**config.mk**
```make
export PLATFORM = sky130hd
export DESIGN_NAME = ramp_capture_ctrl_flat
export DESIGN_NICKNAME = d
export VERILOG_FILES = /design/src/rtl/ramp_capture_ctrl_if.sv /design/src/rtl/ramp_capture_ctrl.sv /design/src/flat_wrapper.sv
export SDC_FILE = /design/constraint.sdc
export NUM_CORES = 1
export LEC_CHECK = 0
export CORE_UTILIZATION = 40
export DETAILED_ROUTE_END_ITERATION = 10
export GPL_TIMING_DRIVEN = 1
export PLACE_DENSITY = 0.92
export REMOVE_ABC_BUFFERS = 1
export SLEW_MARGIN = 0
export SYNTH_ARGS = -nofsm -noshare
export SYNTH_HDL_FRONTEND = slang
export SYNTH_SLANG_ARGS = --single-unit
```
**constraint.sdc**
```tcl
create_clock -name clk -period 2.55 [get_ports clk]
set_input_delay 0.765 -clock clk [delete_from_list [all_inputs] [get_ports clk]]
set_output_delay 0.765 -clock clk [all_outputs]
set_load 0.01 [all_outputs]
```
**src/rtl/ramp_capture_ctrl_if.sv**
```systemverilog
// ramp_capture_ctrl_if: ramp/comparator inputs and capture/average outputs of the ramp capture stage
interface ramp_capture_ctrl_if #(parameter int WIDTH = 8);
  logic             compare_match;
  logic             ramp_start;
  logic             ramp_end;
  logic [WIDTH-1:0] ramp_value;
  logic [WIDTH-1:0] raw_data;
  logic             overrange;
  logic             ready_pulse;
  logic [WIDTH-1:0] avg_data;
  logic             avg_valid;
  logic             avg_overrange;
  modport master (
    output compare_match, ramp_start, ramp_end, ramp_value,
    input  raw_data, overrange, ready_pulse, avg_data, avg_valid, avg_overrange
  );
  modport slave (
    input  compare_match, ramp_start, ramp_end, ramp_value,
    output raw_data, overrange, ready_pulse, avg_data, avg_valid, avg_overrange
  );
endinterface

```
**src/rtl/ramp_capture_ctrl.sv**
```systemverilog
// ramp_capture_ctrl: synchronised comparator capture of the ramp code, once per sweep, with overrange flag.
// Define SAMPLE_AVG_EN to average 2^AVG_LOG2 captures; otherwise avg_* mirror the raw outputs.
module ramp_capture_ctrl #(
  parameter int WIDTH          = 8,
  parameter int SYNC_STAGES    = 2,
  parameter int ACTIVE_LOW     = 1,
  parameter int CAPTURE_OFFSET = 0,
  parameter int AVG_LOG2       = 2
) (
  input logic clk,
  input logic reset,
  ramp_capture_ctrl_if.slave bus
);
  typedef enum logic [1:0] {IDLE, ARMED, CAPTURED} state_t;
  localparam logic INACT = (ACTIVE_LOW != 0);
  localparam logic [WIDTH:0] OFFSET = CAPTURE_OFFSET[WIDTH:0];
  if (SYNC_STAGES < 2) begin : g_bad_sync
    $error("SYNC_STAGES must be >= 2");
  end
  if (AVG_LOG2 < 1 || AVG_LOG2 > 8) begin : g_bad_avg
    $error("AVG_LOG2 must be in 1..8");
  end
  if (CAPTURE_OFFSET < 0 || CAPTURE_OFFSET >= (1 << WIDTH)) begin : g_bad_off
    $error("CAPTURE_OFFSET must be below 2^WIDTH");
  end
  logic [SYNC_STAGES-1:0] sync_q, sync_d;
  logic                   prev_q, prev_d;
  state_t                 state_q, state_d;
  logic [WIDTH-1:0]       raw_q, raw_d;
  logic                   ovr_q, ovr_d;
  logic                   ready_q, ready_d;
  logic [WIDTH:0]         diff;
  logic                   evt;
  always_comb begin
    sync_d = {sync_q[SYNC_STAGES-2:0], bus.compare_match};
    prev_d = sync_q[SYNC_STAGES-1];
    evt = (sync_q[SYNC_STAGES-1] != INACT) && (prev_q == INACT);
    diff = {1'b0, bus.ramp_value} - OFFSET;
  end
  // ramp_start always re-arms and swallows a coincident event; CAPTURED ignores chatter
  always_comb begin
    state_d = state_q;
    raw_d   = raw_q;
    ovr_d   = ovr_q;
    ready_d = 1'b0;
    if (bus.ramp_start) begin
      state_d = ARMED;
    end else if (state_q == ARMED && evt) begin
      raw_d   = diff[WIDTH] ? '0 : diff[WIDTH-1:0];
      ovr_d   = 1'b0;
      ready_d = 1'b1;
      state_d = bus.ramp_end ? IDLE : CAPTURED;
    end else if (state_q == ARMED && bus.ramp_end) begin
      raw_d   = '1;
      ovr_d   = 1'b1;
      ready_d = 1'b1;
      state_d = IDLE;
    end else if (state_q == CAPTURED && bus.ramp_end) begin
      state_d = IDLE;
    end
  end
  always_ff @(posedge clk or posedge reset) begin
    if (reset) begin
      sync_q  <= {SYNC_STAGES{INACT}};
      prev_q  <= INACT;
      state_q <= IDLE;
      raw_q   <= '0;
      ovr_q   <= 1'b0;
      ready_q <= 1'b0;
    end else begin
      sync_q  <= sync_d;
      prev_q  <= prev_d;
      state_q <= state_d;
      raw_q   <= raw_d;
      ovr_q   <= ovr_d;
      ready_q <= ready_d;
    end
  end
  assign bus.raw_data    = raw_q;
  assign bus.overrange   = ovr_q;
  assign bus.ready_pulse = ready_q;
`ifdef SAMPLE_AVG_EN
  localparam int AW = WIDTH + AVG_LOG2;
  logic [AW-1:0]       acc_q, acc_d, acc_sum;
  logic [AVG_LOG2-1:0] cnt_q, cnt_d;
  logic                aor_q, aor_d;
  logic [WIDTH-1:0]    avg_q, avg_d;
  logic                avgv_q, avgv_d;
  logic                avgo_q, avgo_d;
  // overrange samples already hold all ones in raw_q, so they accumulate as full scale
  always_comb begin
    acc_sum = acc_q + AW'(raw_q);
    acc_d   = acc_q;
    cnt_d   = cnt_q;
    aor_d   = aor_q;
    avg_d   = avg_q;
    avgv_d  = 1'b0;
    avgo_d  = avgo_q;
    if (ready_q && &cnt_q) begin
      avg_d  = acc_sum[AW-1:AVG_LOG2];
      avgv_d = 1'b1;
      avgo_d = aor_q | ovr_q;
      acc_d  = '0;
      cnt_d  = '0;
      aor_d  = 1'b0;
    end else if (ready_q) begin
      acc_d = acc_sum;
      cnt_d = cnt_q + AVG_LOG2'(1);
      aor_d = aor_q | ovr_q;
    end
  end
  always_ff @(posedge clk or posedge reset) begin
    if (reset) begin
      acc_q  <= '0;
      cnt_q  <= '0;
      aor_q  <= 1'b0;
      avg_q  <= '0;
      avgv_q <= 1'b0;
      avgo_q <= 1'b0;
    end else begin
      acc_q  <= acc_d;
      cnt_q  <= cnt_d;
      aor_q  <= aor_d;
      avg_q  <= avg_d;
      avgv_q <= avgv_d;
      avgo_q <= avgo_d;
    end
  end
  assign bus.avg_data      = avg_q;
  assign bus.avg_valid     = avgv_q;
  assign bus.avg_overrange = avgo_q;
`else
  assign bus.avg_data      = raw_q;
  assign bus.avg_valid     = ready_q;
  assign bus.avg_overrange = ovr_q;
`endif
endmodule

```
**src/flat_wrapper.sv**
```systemverilog
// flat-port wrapper written by rule: the top's interface ports become plain ports
module ramp_capture_ctrl_flat 
#(
  parameter int WIDTH          = 8,
  parameter int SYNC_STAGES    = 2,
  parameter int ACTIVE_LOW     = 1,
  parameter int CAPTURE_OFFSET = 0,
  parameter int AVG_LOG2       = 2
)
  (clk, reset, bus_compare_match, bus_ramp_start, bus_ramp_end, bus_ramp_value, bus_raw_data, bus_overrange, bus_ready_pulse, bus_avg_data, bus_avg_valid, bus_avg_overrange);
  ramp_capture_ctrl_if #(.WIDTH(WIDTH)) bus_i ();
  input logic clk;
  input logic reset;
  input wire logic [$bits(bus_i.compare_match)-1:0] bus_compare_match;
  input wire logic [$bits(bus_i.ramp_start)-1:0] bus_ramp_start;
  input wire logic [$bits(bus_i.ramp_end)-1:0] bus_ramp_end;
  input wire logic [$bits(bus_i.ramp_value)-1:0] bus_ramp_value;
  output wire logic [$bits(bus_i.raw_data)-1:0] bus_raw_data;
  output wire logic [$bits(bus_i.overrange)-1:0] bus_overrange;
  output wire logic [$bits(bus_i.ready_pulse)-1:0] bus_ready_pulse;
  output wire logic [$bits(bus_i.avg_data)-1:0] bus_avg_data;
  output wire logic [$bits(bus_i.avg_valid)-1:0] bus_avg_valid;
  output wire logic [$bits(bus_i.avg_overrange)-1:0] bus_avg_overrange;
  assign bus_i.compare_match = bus_compare_match;
  assign bus_i.ramp_start = bus_ramp_start;
  assign bus_i.ramp_end = bus_ramp_end;
  assign bus_i.ramp_value = bus_ramp_value;
  assign bus_raw_data = bus_i.raw_data;
  assign bus_overrange = bus_i.overrange;
  assign bus_ready_pulse = bus_i.ready_pulse;
  assign bus_avg_data = bus_i.avg_data;
  assign bus_avg_valid = bus_i.avg_valid;
  assign bus_avg_overrange = bus_i.avg_overrange;
  ramp_capture_ctrl #(.WIDTH(WIDTH), .SYNC_STAGES(SYNC_STAGES), .ACTIVE_LOW(ACTIVE_LOW), .CAPTURE_OFFSET(CAPTURE_OFFSET), .AVG_LOG2(AVG_LOG2)) u_core (.clk(clk), .reset(reset), .bus(bus_i));
endmodule
```
After elaboration in Yosys (flattened, before gate mapping)
Index checks and enable logic that the tools add are counted.
Widths: inputs -> output; s select.
{"block": "word_totals", "register_bits": 15, "latch_bits": 0, "ramBits": 0, "mem_bits_ro": 0, "input_bits": 13, "output_inout_bits": 20, "memories": 0}
{"block": "op_classes", "add_sub_neg": 0, "mul": 0, "n_div": 0, "n_lt_le_gt_ge": 0, "n_eq_ne": 2, "n_shift": 0, "mux": 12, "bitwise": 2, "reduce_logical": 7}
{"cell": "$mux 8", "count": 2}
{"cell": "$mux 2", "count": 5}
{"cell": "$mux 1", "count": 5}
{"cell": "$logic_and 1x1->1", "count": 4}
{"cell": "$reduce_bool 4->1", "count": 1}
{"cell": "$eq 2x1->1 const B", "count": 1}
{"cell": "$eq 2x2->1 const B", "count": 1}
{"cell": "$not 1->1", "count": 2}
{"cell": "$reduce_and 2->1", "count": 1}
{"cell": "$reduce_bool 2->1", "count": 1}

Longest topological paths before layout
Gate-level depths: netlist (run 1).
{"block": "depth", "word_depth": 6, "depth_mapped": 4, "depth_no_buf": 3}

Worst setup path before layout (run 1)
No wires, ideal clock.
{"block": "synth_path", "path_type": "input port to flip-flop", "startpoint": "in bus_ramp_start", "endpoint": "reg u_core.raw_q[0], in the netlist u_core.bus.avg_data[0]", "setup_ns": 0.122, "arrival_time_ns": 1.304, "setup_slack_ns": 1.124, "cell_stages": 3, "path_buffers": 0, "path_cell_list": "nor2_1 > nand3_1 > o22a_1"}
{"block": "synth_via", "elab_chain_cells": 2}
{"item": "start, declared", "line": "flat_wrapper.sv:15", "text": "input wire logic [$bits(bus_i.ramp_start)-1:0] bus_ramp_start;"}
{"item": "$not 1->1 (no source line)"}
{"item": "$reduce_and 2->1 (no source line)"}
{"item": "end signal, assigned", "line": "ramp_capture_ctrl.sv:74", "text": "raw_q <= raw_d;"}
{"item": "end, declared", "line": "ramp_capture_ctrl.sv:29", "text": "logic [WIDTH-1:0] raw_q, raw_d;"}
No other way between the ends.
A chain may end at the register's enable or synchronous reset.

Final worst setup path (run 1)
{"block": "layout_path", "startpoint": "reg u_core.ovr_q, in the netlist u_core.bus.avg_overrange", "endpoint": "out bus_avg_overrange"}
{"item": "start, declared", "line": "ramp_capture_ctrl.sv:30", "text": "logic ovr_q, ovr_d;"}
{"item": "start signal, assigned", "line": "ramp_capture_ctrl.sv:75", "text": "ovr_q <= ovr_d;"}
{"item": "end, declared", "line": "flat_wrapper.sv:23", "text": "output wire logic [$bits(bus_i.avg_overrange)-1:0] bus_avg_overrange;"}
No word-level cell between the ends.

==> impl_metrics.env, run 1 <==
export IMPL_maxSlewViolCount=0
export IMPL_grt_pass1_vias=391
export IMPL_fin_area_um2=892
export IMPL_avgSynthCellArea_um2=13.3
export IMPL_crit_buf_inv=1
export IMPL_fp_dieW_um=41.2
export IMPL_synth_cell_types=15
export IMPL_path_clk_slew_ps=90
export IMPL_cts_tree="built"
export IMPL_max_vdd_ir_drop_mv=0.402
export IMPL_postRouteAntennaNets=0
export IMPL_max_cap_violations=0
export IMPL_grt_usage_pct=16.4
export IMPL_num_io_pins=33
export IMPL_numCtsBuffers=3
export IMPL_cp_data_arrival_time_ps=1210
export IMPL_diodes=0
export IMPL_finClkSkew_ps=6.11
export IMPL_hp_class="flop to flop"
export IMPL_vias=440
export IMPL_clock_latency_ps=270
export IMPL_p_leak_nw=0.364
export IMPL_crit_path_end_kind="output pin"
export IMPL_vias_per_cell=5.12
export IMPL_p_int_mw=0.438
export IMPL_max_stage_delay_ps=560
export IMPL_routed_wl_um=1200
export IMPL_critPathLaunchType="flop"
export IMPL_dp_slack_ps=503
export IMPL_syn_area_um2=613
export IMPL_period_needed_ps=1980
export IMPL_cts_root_buf="clkbuf_4"
export IMPL_worst_setup_path_type="flop to output pin"
export IMPL_rows=13
export IMPL_clkPwrFrac_pct=22.3
export IMPL_cp_required_ps=1790
export IMPL_post_route_period_util_pct=77.6
export IMPL_switchingPower_mw=0.151
export IMPL_drcViolationCount=0
export IMPL_rsz0062_at_grt="no"
export IMPL_powerDensity_mw_per_mm2=660
export IMPL_post_cts_resized=0
export IMPL_hold_buffers=0
export IMPL_ys_warn_count=0
export IMPL_crit_reg2reg_launch="u_core.prev_q"
export IMPL_hold_depth=0
export IMPL_h_tree_depth=1
export IMPL_clk_path_buf_depth=2
export IMPL_globalplace_congestion=0.624
export IMPL_core_region_area_mm2=0.00137
export IMPL_dr_pass1_iters=3
export IMPL_fin_ws_ps=571
export IMPL_port_buffer_count=32
export IMPL_slew_headroom_pct=62.7
export IMPL_die_area_mm2=0.00169
export IMPL_placed_area_um2=866
export IMPL_netSwitchingFraction_pct=25.6
export IMPL_die_h_um=41.2
export IMPL_drive_above_1_share_pct=9.86
export IMPL_synth_seq_cells=15
export IMPL_final_cell_mix="32 x clkdlybuf4s50_1, 12 x dfrtp_1, 8 x o22a_1, 3 x clkbuf_4, 3 x dfstp_2"
export IMPL_antenna_found_initial=0
export IMPL_post_cts_buffers=0
export IMPL_seqPwrFrac_pct=48.7
export IMPL_hpwl_um=883
export IMPL_hold_path_endpoint="u_core.sync_q[1]"
export IMPL_syn_to_final_growth_pct=45.5
export IMPL_status="complete, no violations"
export IMPL_cts_sinks=15
export IMPL_min_from="u_core.sync_q[0]"
export IMPL_reg2reg_depth=3
export IMPL_grt_pass1_wl_um=1710
export IMPL_worst_pin_slew_ps=559
export IMPL_tns_ps=0
export IMPL_crit_slowest_cell="clkdlybuf4s50_1"
export IMPL_cp_cell_sequence="clkdlybuf4s50_1"
export IMPL_grt_max_degree=16
export IMPL_comb_power_share_pct=29.0
export IMPL_setup_worst_path_start="u_core.bus.avg_overrange"
export IMPL_max_freq_mhz=505
export IMPL_avgRoutedWirePerCell_um=14.0
export IMPL_mostFrequentLayoutCell="clkdlybuf4s50_1"
export IMPL_hold_viol_final=0
export IMPL_syn_inst=46
export IMPL_setup_viol=0
export IMPL_seq_area_frac_synth_pct=61.8
export IMPL_worst_path_dominant_cell_family="buffers and inverters"
export IMPL_start_util_pct=44.9
export IMPL_path_max_fanout=3
export IMPL_reg2reg_slack_ps=1190
export IMPL_nNetsFinal=85
export IMPL_drtIter0Drc=4
export IMPL_r2r_end="u_core.bus.avg_data[2]"
export IMPL_grt_overflow=0
sequential cells by signal, summed over array words and instances, names as in the netlist:
signal,flops
u_core.state_q,2
u_core.bus.avg_valid,1
u_core.bus.avg_overrange,1
u_core.bus.avg_data,8
u_core.sync_q,2
u_core.prev_q,1
power groups by stage:
stage          Combinational [mW]  Clock, mW  Sequential, mW
3_5_place_dp                0.172          0           0.292
6_report                    0.171      0.131           0.287
5_1_grt                     0.183      0.150           0.291
3_3_place_gp                0.168          0           0.290
4_1_cts                     0.173      0.135           0.287
2_1_floorplan              0.0327          0           0.313
through the flow:
| step | hold slack (ps) | total power, mW | instances | util [%] |
|---|---|---|---|---|
| 6_report | 360 | 0.589 | 86 | 65.3 |
| 5_1_grt | 370 | 0.624 | 86 | 65.3 |
| 4_1_cts | 362 | 0.596 | 86 | 65.3 |
| 3_5_place_dp | 349 | 0.464 | 82 | 63.4 |
| 3_3_place_gp | 346 | 0.458 | 82 | 63.4 |
| 2_1_floorplan | 345 | 0.346 | 35 | - |
final cells by class:
type	count	area [um^2]
Fill cell	118	474
Sequential cell	15	379
Timing Repair Buffer	32	320
Multi-Input combinational cell	18	140
Inverter	2	7.51
Tap cell	15	18.8
Clock buffer	4	26.3
worst max-delay path by stage:
stage / depth (start not counted) / to
2_1_floorplan: 3 / u_core.bus.avg_data[0]
3_3_place_gp: 4 / u_core.bus.avg_data[6]
3_5_place_dp: 4 / u_core.bus.avg_data[2]
4_1_cts: 1 / bus_avg_overrange
5_1_grt: 1 / bus_avg_overrange
6_report: 1 / bus_avg_overrange
cells in the mapped netlist:
master	count	area, um^2
dfrtp_1	12	300
buf_4	10	75.1
o22a_1	8	70.1
dfstp_2	3	78.8
inv_1	2	7.51
nand3_1	2	10.0
a21o_1	1	7.51
a21oi_1	1	5.00
buf_6	1	11.3
nor2_1	1	3.75
nor2b_4	1	13.8
o211a_1	1	10.0
o21a_1	1	7.51
o21ai_0	1	5.00
o21bai_1	1	7.51
cell families (layout without fill, tap and decap cells):
family / after synthesis / after routing / synth area share [%]
flops: 15 / 15 / 61.8
compound gates: 14 / 14 / 18.4
buf+inv: 13 / 38 / 15.3
simple gates: 4 / 4 / 4.49
layer usage:
metal  vias to the layer above  wire length (um)  track usage (%)
li1                        204                 -                -
met1                       213               472             17.2
met2                        21               630             29.7
met3                         2                91             4.89
met4                         0                10             7.26
met5                         -                 0                0
(Power assumes the default switching activity.)
==> inputs of run 2 (changes only) <==
--- a/config.mk
+++ b/config.mk
@@ -5,10 +5,10 @@
 export SDC_FILE = /design/constraint.sdc
 export NUM_CORES = 1
 export LEC_CHECK = 0
-export CORE_UTILIZATION = 40
+export CORE_UTILIZATION = 37
 export DETAILED_ROUTE_END_ITERATION = 10
 export GPL_TIMING_DRIVEN = 1
-export PLACE_DENSITY = 0.92
+export PLACE_DENSITY = 0.87
 export REMOVE_ABC_BUFFERS = 1
 export SLEW_MARGIN = 0
 export SYNTH_ARGS = -nofsm -noshare
==> constraint.sdc (replaced) <==
create_clock -name clk -period 2.1 [get_ports clk]
set_input_delay 0.63 -clock clk [delete_from_list [all_inputs] [get_ports clk]]
set_output_delay 0.63 -clock clk [all_outputs]
set_load 0.01 [all_outputs]
==> impl_metrics.env, run 2 (same netlist as run 1, synthesis figures left out) <==
export IMPL_core_region_area_mm2=0.00152
export IMPL_dp_slack_ps=189
export IMPL_crit_slowest_cell="clkdlybuf4s50_1"
export IMPL_cp_cell_sequence="clkdlybuf4s50_1"
export IMPL_netSwitchingFraction_pct=25.6
export IMPL_mostFrequentLayoutCell="clkdlybuf4s50_1"
export IMPL_worst_pin_slew_ps=545
export IMPL_drtIter0Drc=10
export IMPL_routed_wl_um=1170
export IMPL_comb_power_share_pct=28.7
export IMPL_die_h_um=42.7
export IMPL_num_io_pins=33
export IMPL_switchingPower_mw=0.183
export IMPL_path_max_fanout=3
export IMPL_max_vdd_ir_drop_mv=0.511
export IMPL_status="complete, no violations"
export IMPL_drcViolationCount=0
export IMPL_max_freq_mhz=543
export IMPL_numCtsBuffers=3
export IMPL_grt_overflow=0
export IMPL_hp_class="flop to flop"
export IMPL_cts_tree="built"
export IMPL_rows=14
export IMPL_hold_viol_final=0
export IMPL_worst_path_dominant_cell_family="buffers and inverters"
export IMPL_nNetsFinal=85
export IMPL_max_cap_violations=0
export IMPL_avgRoutedWirePerCell_um=13.5
export IMPL_cp_required_ps=1470
export IMPL_post_route_period_util_pct=87.7
export IMPL_postRouteAntennaNets=0
export IMPL_grt_usage_pct=13.9
export IMPL_max_stage_delay_ps=550
export IMPL_dr_pass1_iters=2
export IMPL_post_cts_resized=0
export IMPL_clock_latency_ps=270
export IMPL_crit_path_end_kind="output pin"
export IMPL_maxSlewViolCount=0
export IMPL_worst_setup_path_type="flop to output pin"
export IMPL_setup_viol=0
export IMPL_crit_buf_inv=1
export IMPL_cts_sinks=15
export IMPL_vias_per_cell=5.14
export IMPL_antenna_found_initial=0
export IMPL_die_area_mm2=0.00182
export IMPL_cts_root_buf="clkbuf_4"
export IMPL_tns_ps=0
export IMPL_clkPwrFrac_pct=22.5
export IMPL_start_util_pct=40.2
export IMPL_port_buffer_count=32
export IMPL_power_total_mw=0.715
export IMPL_fin_area_um2=893
export IMPL_finClkSkew_ps=3.22
export IMPL_path_clk_slew_ps=90
export IMPL_seqPwrFrac_pct=48.8
export IMPL_rsz0062_at_grt="no"
export IMPL_clk_path_buf_depth=2
export IMPL_hold_buffers=0
export IMPL_drive_above_1_share_pct=9.86
export IMPL_fin_util_pct=58.6
export IMPL_powerDensity_mw_per_mm2=801
export IMPL_grt_pass1_wl_um=1840
export IMPL_p_leak_nw=0.364
export IMPL_grt_pass1_vias=404
export IMPL_post_cts_buffers=0
export IMPL_fp_dieW_um=42.7
export IMPL_period_needed_ps=1840
export IMPL_globalplace_congestion=0.661
export IMPL_final_cell_mix="32 x clkdlybuf4s50_1, 12 x dfrtp_1, 8 x o22a_1, 3 x clkbuf_4, 3 x dfstp_2"
export IMPL_placed_area_um2=867
export IMPL_h_tree_depth=1
export IMPL_vias=447
export IMPL_diodes=0
export IMPL_slew_headroom_pct=63.6
export IMPL_cp_data_arrival_time_ps=1210
export IMPL_fin_ws_ps=259
export IMPL_p_int_mw=0.532
export IMPL_syn_to_final_growth_pct=45.7
export IMPL_critPathLaunchType="flop"
export IMPL_largest_register_ff_count=8
export IMPL_grt_max_degree=16
run 2: final cells by class:
type,instances,area (um^2)
inverters,2,7.51
well taps,16,20.0
fillers,139,631
clock buffers,4,26.3
flip-flops and latches,15,379
multi-input cells,18,140
repair buffers,32,320
run 2: final timing paths:
| check | start | endpoint | slack [ps] | depth (start not counted) |
|---|---|---|---|---|
| setup / recovery | u_core.bus.avg_data[6] | bus_raw_data[6] | 260 | 1 |
| hold reg to reg | u_core.sync_q[0] | u_core.sync_q[1] | 360 | 0 |
| max in group asynchronous | reset | u_core.sync_q[0] | 1040 | 2 |
| setup reg to reg | u_core.prev_q | u_core.bus.avg_data[0] | 750 | 3 |
| min in group asynchronous | reset | u_core.bus.avg_valid | 690 | 2 |
| hold / removal | u_core.sync_q[0] | u_core.sync_q[1] | 360 | 0 |
run 2: power groups by stage:
stage / combinational (mW) / clock, mW / sequential [mW]
after floorplan: 0.0397 / 0 / 0.380
after global placement: 0.204 / 0 / 0.352
after detailed placement: 0.207 / 0 / 0.356
after CTS: 0.208 / 0.166 / 0.350
after global routing: 0.217 / 0.183 / 0.354
final: 0.205 / 0.161 / 0.349
run 2: routing by layer:
layer | share of wire (%) | GRT usage [%] | vias up
met2 | 54 | 23.3 | 19
met4 | 0 | 5.63 | 0
met3 | 5.6 | 4.26 | 0
li1 | - | - | 204
met5 | 0 | 0 | -
met1 | 41 | 16.3 | 224
run 2: per-stage QoR:
stage,std cells,hold slack [ps]
detailed placement,83,355
CTS,87,365
floorplan,35,345
global route,87,375
global placement,83,345
finish,87,363
==> inputs of run 3 (changes only) <==
--- a/config.mk
+++ b/config.mk
@@ -5,10 +5,10 @@
 export SDC_FILE = /design/constraint.sdc
 export NUM_CORES = 1
 export LEC_CHECK = 0
-export CORE_UTILIZATION = 37
+export CORE_UTILIZATION = 40
 export DETAILED_ROUTE_END_ITERATION = 10
 export GPL_TIMING_DRIVEN = 1
-export PLACE_DENSITY = 0.87
+export PLACE_DENSITY = 0.92
 export REMOVE_ABC_BUFFERS = 1
 export SLEW_MARGIN = 0
 export SYNTH_ARGS = -nofsm -noshare
==> constraint.sdc (replaced) <==
create_clock -name clk -period 2.23 [get_ports clk]
set_input_delay 0.669 -clock clk [delete_from_list [all_inputs] [get_ports clk]]
set_output_delay 0.669 -clock clk [all_outputs]
set_load 0.01 [all_outputs]
==> results of run 3 <==
Same layout as run 1 (identical final DEF). Status: complete, no violations.
Among the figures that moved: setup slack after placement 503 ps -> 279 ps; setup slack after layout 571 ps -> 347 ps; register-to-register setup slack 1190 ps -> 870 ps; total power 0.589 mW -> 0.673 mW; worst IR drop on VDD 0.402 mV -> 0.460 mV
